File: config.mk
export PLATFORM = sky130hd
export DESIGN_NAME = imem_boot_loader
export DESIGN_NICKNAME = d
export VERILOG_FILES = /design/src/rtl/imem_boot_loader.sv
export SDC_FILE = /design/constraint.sdc
export NUM_CORES = 1
export LEC_CHECK = 0
export CAP_MARGIN = 20
export CORE_MARGIN = 2
export CORE_UTILIZATION = 46
export CTS_BUF_LIST = sky130_fd_sc_hd__clkbuf_8
export CTS_CLUSTER_DIAMETER = 120
export DETAILED_ROUTE_END_ITERATION = 12
export HOLD_SLACK_MARGIN = 0.06
export MAX_ROUTING_LAYER = met4
export PLACE_DENSITY = 0.81
export RECOVER_POWER = 100
export SYNTH_ARGS = -nofsm -noshare
export SYNTH_HDL_FRONTEND = slang
export SYNTH_SLANG_ARGS = --single-unit
File: constraint.sdc
create_clock -name clk -period 2.6 [get_ports clk]
set_input_delay 0.65 -clock clk [delete_from_list [all_inputs] [get_ports clk]]
set_output_delay 0.65 -clock clk [all_outputs]
set_load 0.02 [all_outputs]
File: src/rtl/imem_boot_loader.sv
// imem_boot_loader: streams a program into instruction memory, releases the core,
// then stops it on a stable PC (halt) or when the run-cycle budget runs out.
module imem_boot_loader #(
    parameter int XLEN         = 32,
    parameter int DEPTH        = 256,
    parameter int STALL_CYCLES = 4,
    parameter int MAX_CYCLES   = 1024,
    localparam int AW = $clog2(DEPTH),
    localparam int CW = $clog2(MAX_CYCLES + 1)
) (
    input  logic            clk,
    input  logic            reset,
    input  logic            start,
    input  logic            s_valid,
    output logic            s_ready,
    input  logic [XLEN-1:0] s_data,
    input  logic            s_last,
    output logic            imem_we,
    output logic [AW-1:0]   imem_addr,
    output logic [XLEN-1:0] imem_wdata,
    output logic            core_reset,
    output logic            core_clk_en,
    input  logic [XLEN-1:0] core_pc,
    output logic            busy,
    output logic            done,
    output logic            overflow,
    output logic            timeout,
    output logic [AW:0]     words_loaded,
    output logic [CW-1:0]   cycle_count
);
    localparam int SW = $clog2(STALL_CYCLES);
    localparam logic [AW:0] LAST_WORD = (AW + 1)'(DEPTH - 1);
    localparam logic [SW-1:0] HALT_CNT = SW'(STALL_CYCLES - 1);
    localparam logic [CW-1:0] BUDGET = CW'(MAX_CYCLES);

    typedef enum logic [2:0] {IDLE, LOAD, RUN, DONE, ERROR} state_t;

    state_t          state;
    logic [SW-1:0]   stable;
    logic [XLEN-1:0] prev_pc;
    logic            have_prev;
    logic [SW-1:0]   stable_next;
    logic [CW-1:0]   cycle_next;

    assign s_ready     = state == LOAD;
    assign imem_we     = s_ready && s_valid;
    assign imem_addr   = words_loaded[AW-1:0];
    assign imem_wdata  = s_data;
    assign stable_next = (have_prev && core_pc == prev_pc) ? stable + 1'b1 : '0;
    assign cycle_next  = (cycle_count == BUDGET) ? cycle_count : cycle_count + 1'b1;

    always_ff @(posedge clk or negedge reset) begin
        if (!reset) begin
            state        <= IDLE;
            core_reset   <= 1'b1;
            core_clk_en  <= 1'b0;
            busy         <= 1'b0;
            done         <= 1'b0;
            overflow     <= 1'b0;
            timeout      <= 1'b0;
            words_loaded <= '0;
            cycle_count  <= '0;
            stable       <= '0;
            prev_pc      <= '0;
            have_prev    <= 1'b0;
        end else begin
            case (state)
                IDLE, DONE, ERROR: begin
                    if (start) begin
                        state        <= LOAD;
                        core_reset   <= 1'b1;
                        core_clk_en  <= 1'b0;
                        busy         <= 1'b1;
                        done         <= 1'b0;
                        overflow     <= 1'b0;
                        timeout      <= 1'b0;
                        words_loaded <= '0;
                        cycle_count  <= '0;
                        stable       <= '0;
                        have_prev    <= 1'b0;
                    end
                end
                LOAD: begin
                    if (imem_we) begin
                        words_loaded <= words_loaded + 1'b1;
                        if (s_last) begin
                            state       <= RUN;
                            core_reset  <= 1'b0;
                            core_clk_en <= 1'b1;
                        end else if (words_loaded == LAST_WORD) begin
                            // memory is full but the stream claims more words
                            state      <= ERROR;
                            overflow   <= 1'b1;
                            busy       <= 1'b0;
                            core_reset <= 1'b0;
                        end
                    end
                end
                RUN: begin
                    cycle_count <= cycle_next;
                    prev_pc     <= core_pc;
                    have_prev   <= 1'b1;
                    stable      <= stable_next;
                    // halt is checked first so it wins over an expiring budget
                    if (stable_next == HALT_CNT) begin
                        state       <= DONE;
                        done        <= 1'b1;
                        busy        <= 1'b0;
                        core_clk_en <= 1'b0;
                    end else if (cycle_next == BUDGET) begin
                        state       <= ERROR;
                        timeout     <= 1'b1;
                        busy        <= 1'b0;
                        core_clk_en <= 1'b0;
                    end
                end
                default: state <= IDLE;
            endcase
        end
    end
endmodule

==> flow_summary.toml <==
[placed_design]
gp_congestion = 0.884
dp_hpwl_um = 5870
io_buffers = 72
dp.cells = 558

[cells_and_area]
final_nets = 537
drive_gt1_frac = 0.0959
area_growth_pct = 20.2
final_core_util = 0.560
antenna_cells_inserted = 0
layoutNonFillerInstCount = 574

[logic_synthesis]
synthAdderAreaFrac = 0.0133
async_reset_ff_frac = 1.00
synth-edff-count = 0
synth_top_family_by_area = "simple AND/OR/NAND/NOR gates"
syn_nets = 500
syn_area_per_cell_um2 = 8.83
ys_seq_area_frac = 0.425
synth_compound_area_frac = 0.110
netlist-cell-type-count = 57
synthCells = 427
synth_mux_area_frac = 0.00564
synth-seq-cells = 64
ys.flop_type = "dfrtp_1"
synth_area_um2 = 3770
synth_xor_area_frac = 0.0930
synth-warning-count = 0
synth-simple-area-share = 0.230

[timing]
hold_viol = 0
clock-skew-final_ps = 8.19
finalCriticalPeriod_ps = 2450
period_share = 0.942
tightest_slew_ps = 1100
rsz0062_at_grt = "false"
whs_ps = 381
slew_headroom = 0.266
maxSlewViolCount = 0
fmax_ghz = 0.408
setup_violations = 0

[clock_network]
cts_max_level = 3
clock_tree.root_cell = "clkbuf_8"
cts_setup_buffers = 0
numCtsBuffers = 9
cts.sinks = 64
path_clk_slew_ps = 80
clockBufferDepth = 2
clkLatencyLatePin_ps = 340
tritoncts = "done"

[power]
p_per_area_nw_per_um2 = 986
vdd_drop_max_uv = 441
leakagePower_nw = 2.07

[grt]
antenna_found_initial = 0
grt_pass1_wl_um = 13800
grt_max_degree = 34
use_met3 = 0.0535
top_usage_layer = "met2"
grt_pass1_vias = 3076
gr-usage-met1 = 0.243
track_usage = 0.202
overflow = 0
met2_usage = 0.314

[floorplan]
die_w_um = 94.5
die_area_um2 = 8930
pin_count = 137
initial_utilization = 0.466
die_h_um = 94.5
core_um2 = 8090
rows = 33

[route]
drt-pass1-iter-count = 5
postRouteAntennaNets = 0
avgRoutedWirePerCell_um = 14.3
wirelength_um = 8200
dr_total_vias = 3058
via_per_inst = 5.33
drcViolationCount = 0
drtIter0Drc = 164

[critical_path]
path_class = "flip-flop to output pin"
cp.arrival_ps = 1800
crit_fanout = 9
cp.required_ps = 1950
cp-end-kind = "output pin"
critPathLaunchType = "flip-flop"

[status]
status = "complete, no violations"

[flow_run]
drv_cap = 0

[hold_path]
hp-class = "input pin to asynchronous set/reset pin"
[layout by cell type, fill, tap and decap left out, drive strengths merged, types with 2 or more instances in the layout]
master           n
nand3            9
and2b            3
ha               4
nor3             4
dfrtp           63
a211oi           2
o21a             3
xor2             8
o22ai            4
o41ai            4
o21ai           20
nand2          114
nand4           17
a41oi            3
a21oi            5
or3              2
and2             3
nor2            22
inv             11
bufinv           3
a31oi            4
clkbuf          20
dlygate4sd3     36
xnor2           32
clkdlybuf4s50   34
buf              7
a22o             3
nor4             2
and3             6
a311oi           2
[metrics by stage]
| step | power (mW) | TNS, ps | setup slack (ps) | area, um^2 |
|---|---|---|---|---|
| final | 4.46 | 0 | 150 | 4530 |
| after global routing | 4.81 | 0 | 42.5 | 4530 |
| after CTS | 4.54 | 0 | 11.3 | 4550 |
| after detailed placement | 3.44 | -53.3 | -53.3 | 4300 |
| after global placement | 3.37 | 0 | 5.18 | 4300 |
| after floorplan | 2.97 | 0 | 365 | 3770 |
[layer usage]
layer,wire length [um],share of wire
met1,3380,0.41
met2,4000,0.49
met3,620,0.076
met4,195,0.024
met5,0,0
[what timing repair did]
item                                    4_1_cts  5_1_grt
hold buffers                                  0        0
endpoints found under the hold margin         0        0
resized for setup                             0        3
endpoints found under the setup margin        0        4
[cell usage after synthesis, types with 5 or more instances]
| master | number | area [um^2] |
|---|---|---|
| nand2_1 | 114 | 428 |
| dfrtp_1 | 63 | 1580 |
| buf_4 | 41 | 308 |
| xnor2_1 | 32 | 280 |
| nor2_1 | 21 | 78.8 |
| o21ai_0 | 19 | 95.1 |
| nand4_1 | 17 | 106 |
| inv_1 | 11 | 41.3 |
| clkbuf_1 | 9 | 33.8 |
| nand3_1 | 9 | 45.0 |
| xor2_1 | 8 | 70.1 |
| a21oi_1 | 5 | 25.0 |
| and3_1 | 5 | 31.3 |
[cell families (layout without fill, tap and decap cells)]
group,Yosys count,in the layout
buffers and inverters,71,113
muxes,2,2
DFF,64,64
xor gates and xnor gates,40,40
and+or+nand+nor,188,188
adders and majority gates,4,4
AOI/OAI and AO/OA,58,58
[registers in the layout, summed over array words and instances, names as in the netlist, 2 cells and up]
signal and cells:
cycle_count 11, prev_pc 32, stable 2, state 3, words_loaded 9
[report_power, final]
group	total (mW)	internal, mW	switching, mW
logic	1.73	0.754	0.976
registers	1.65	1.34	0.307
clock network	1.09	0.688	0.399
total	4.46	2.78	1.68
[critical path, cell delays in order (launching register included)]
cell and delay, ps:
dfrtp_1 490, nor3_2 220, buf_4 150, clkdlybuf4s50_1 590
[area by class of cell]
cell class	count	area (um^2)
repair buffers	86	790
clock inverters	5	103
well taps	105	131
flip-flops and latches	64	1600
clock buffers	11	151
fillers	730	3560
inverters	11	41.3
multi-input cells	292	1710
[path summary, 6_finish.rpt]
path                                                 start                      end  slack [ps]  cells after the start
worst max register to register  cycle_count[1]$_DFFE_PN0P_     state[2]$_DFFE_PN0P_         250                      6
min in group clk                    core_reset$_DFFE_PN1P_   core_reset$_DFFE_PN1P_         460                      2
max in group asynchronous                            reset  prev_pc[24]$_DFFE_PN0P_         750                      2
worst min-delay path                                 reset  prev_pc[21]$_DFFE_PN0P_         380                      1
worst max-delay path                  state[1]$_DFFE_PN0P_                  s_ready         150                      3
worst min register to register      core_reset$_DFFE_PN1P_   core_reset$_DFFE_PN1P_         460                      2
Power figures use the tool's default switching activity.
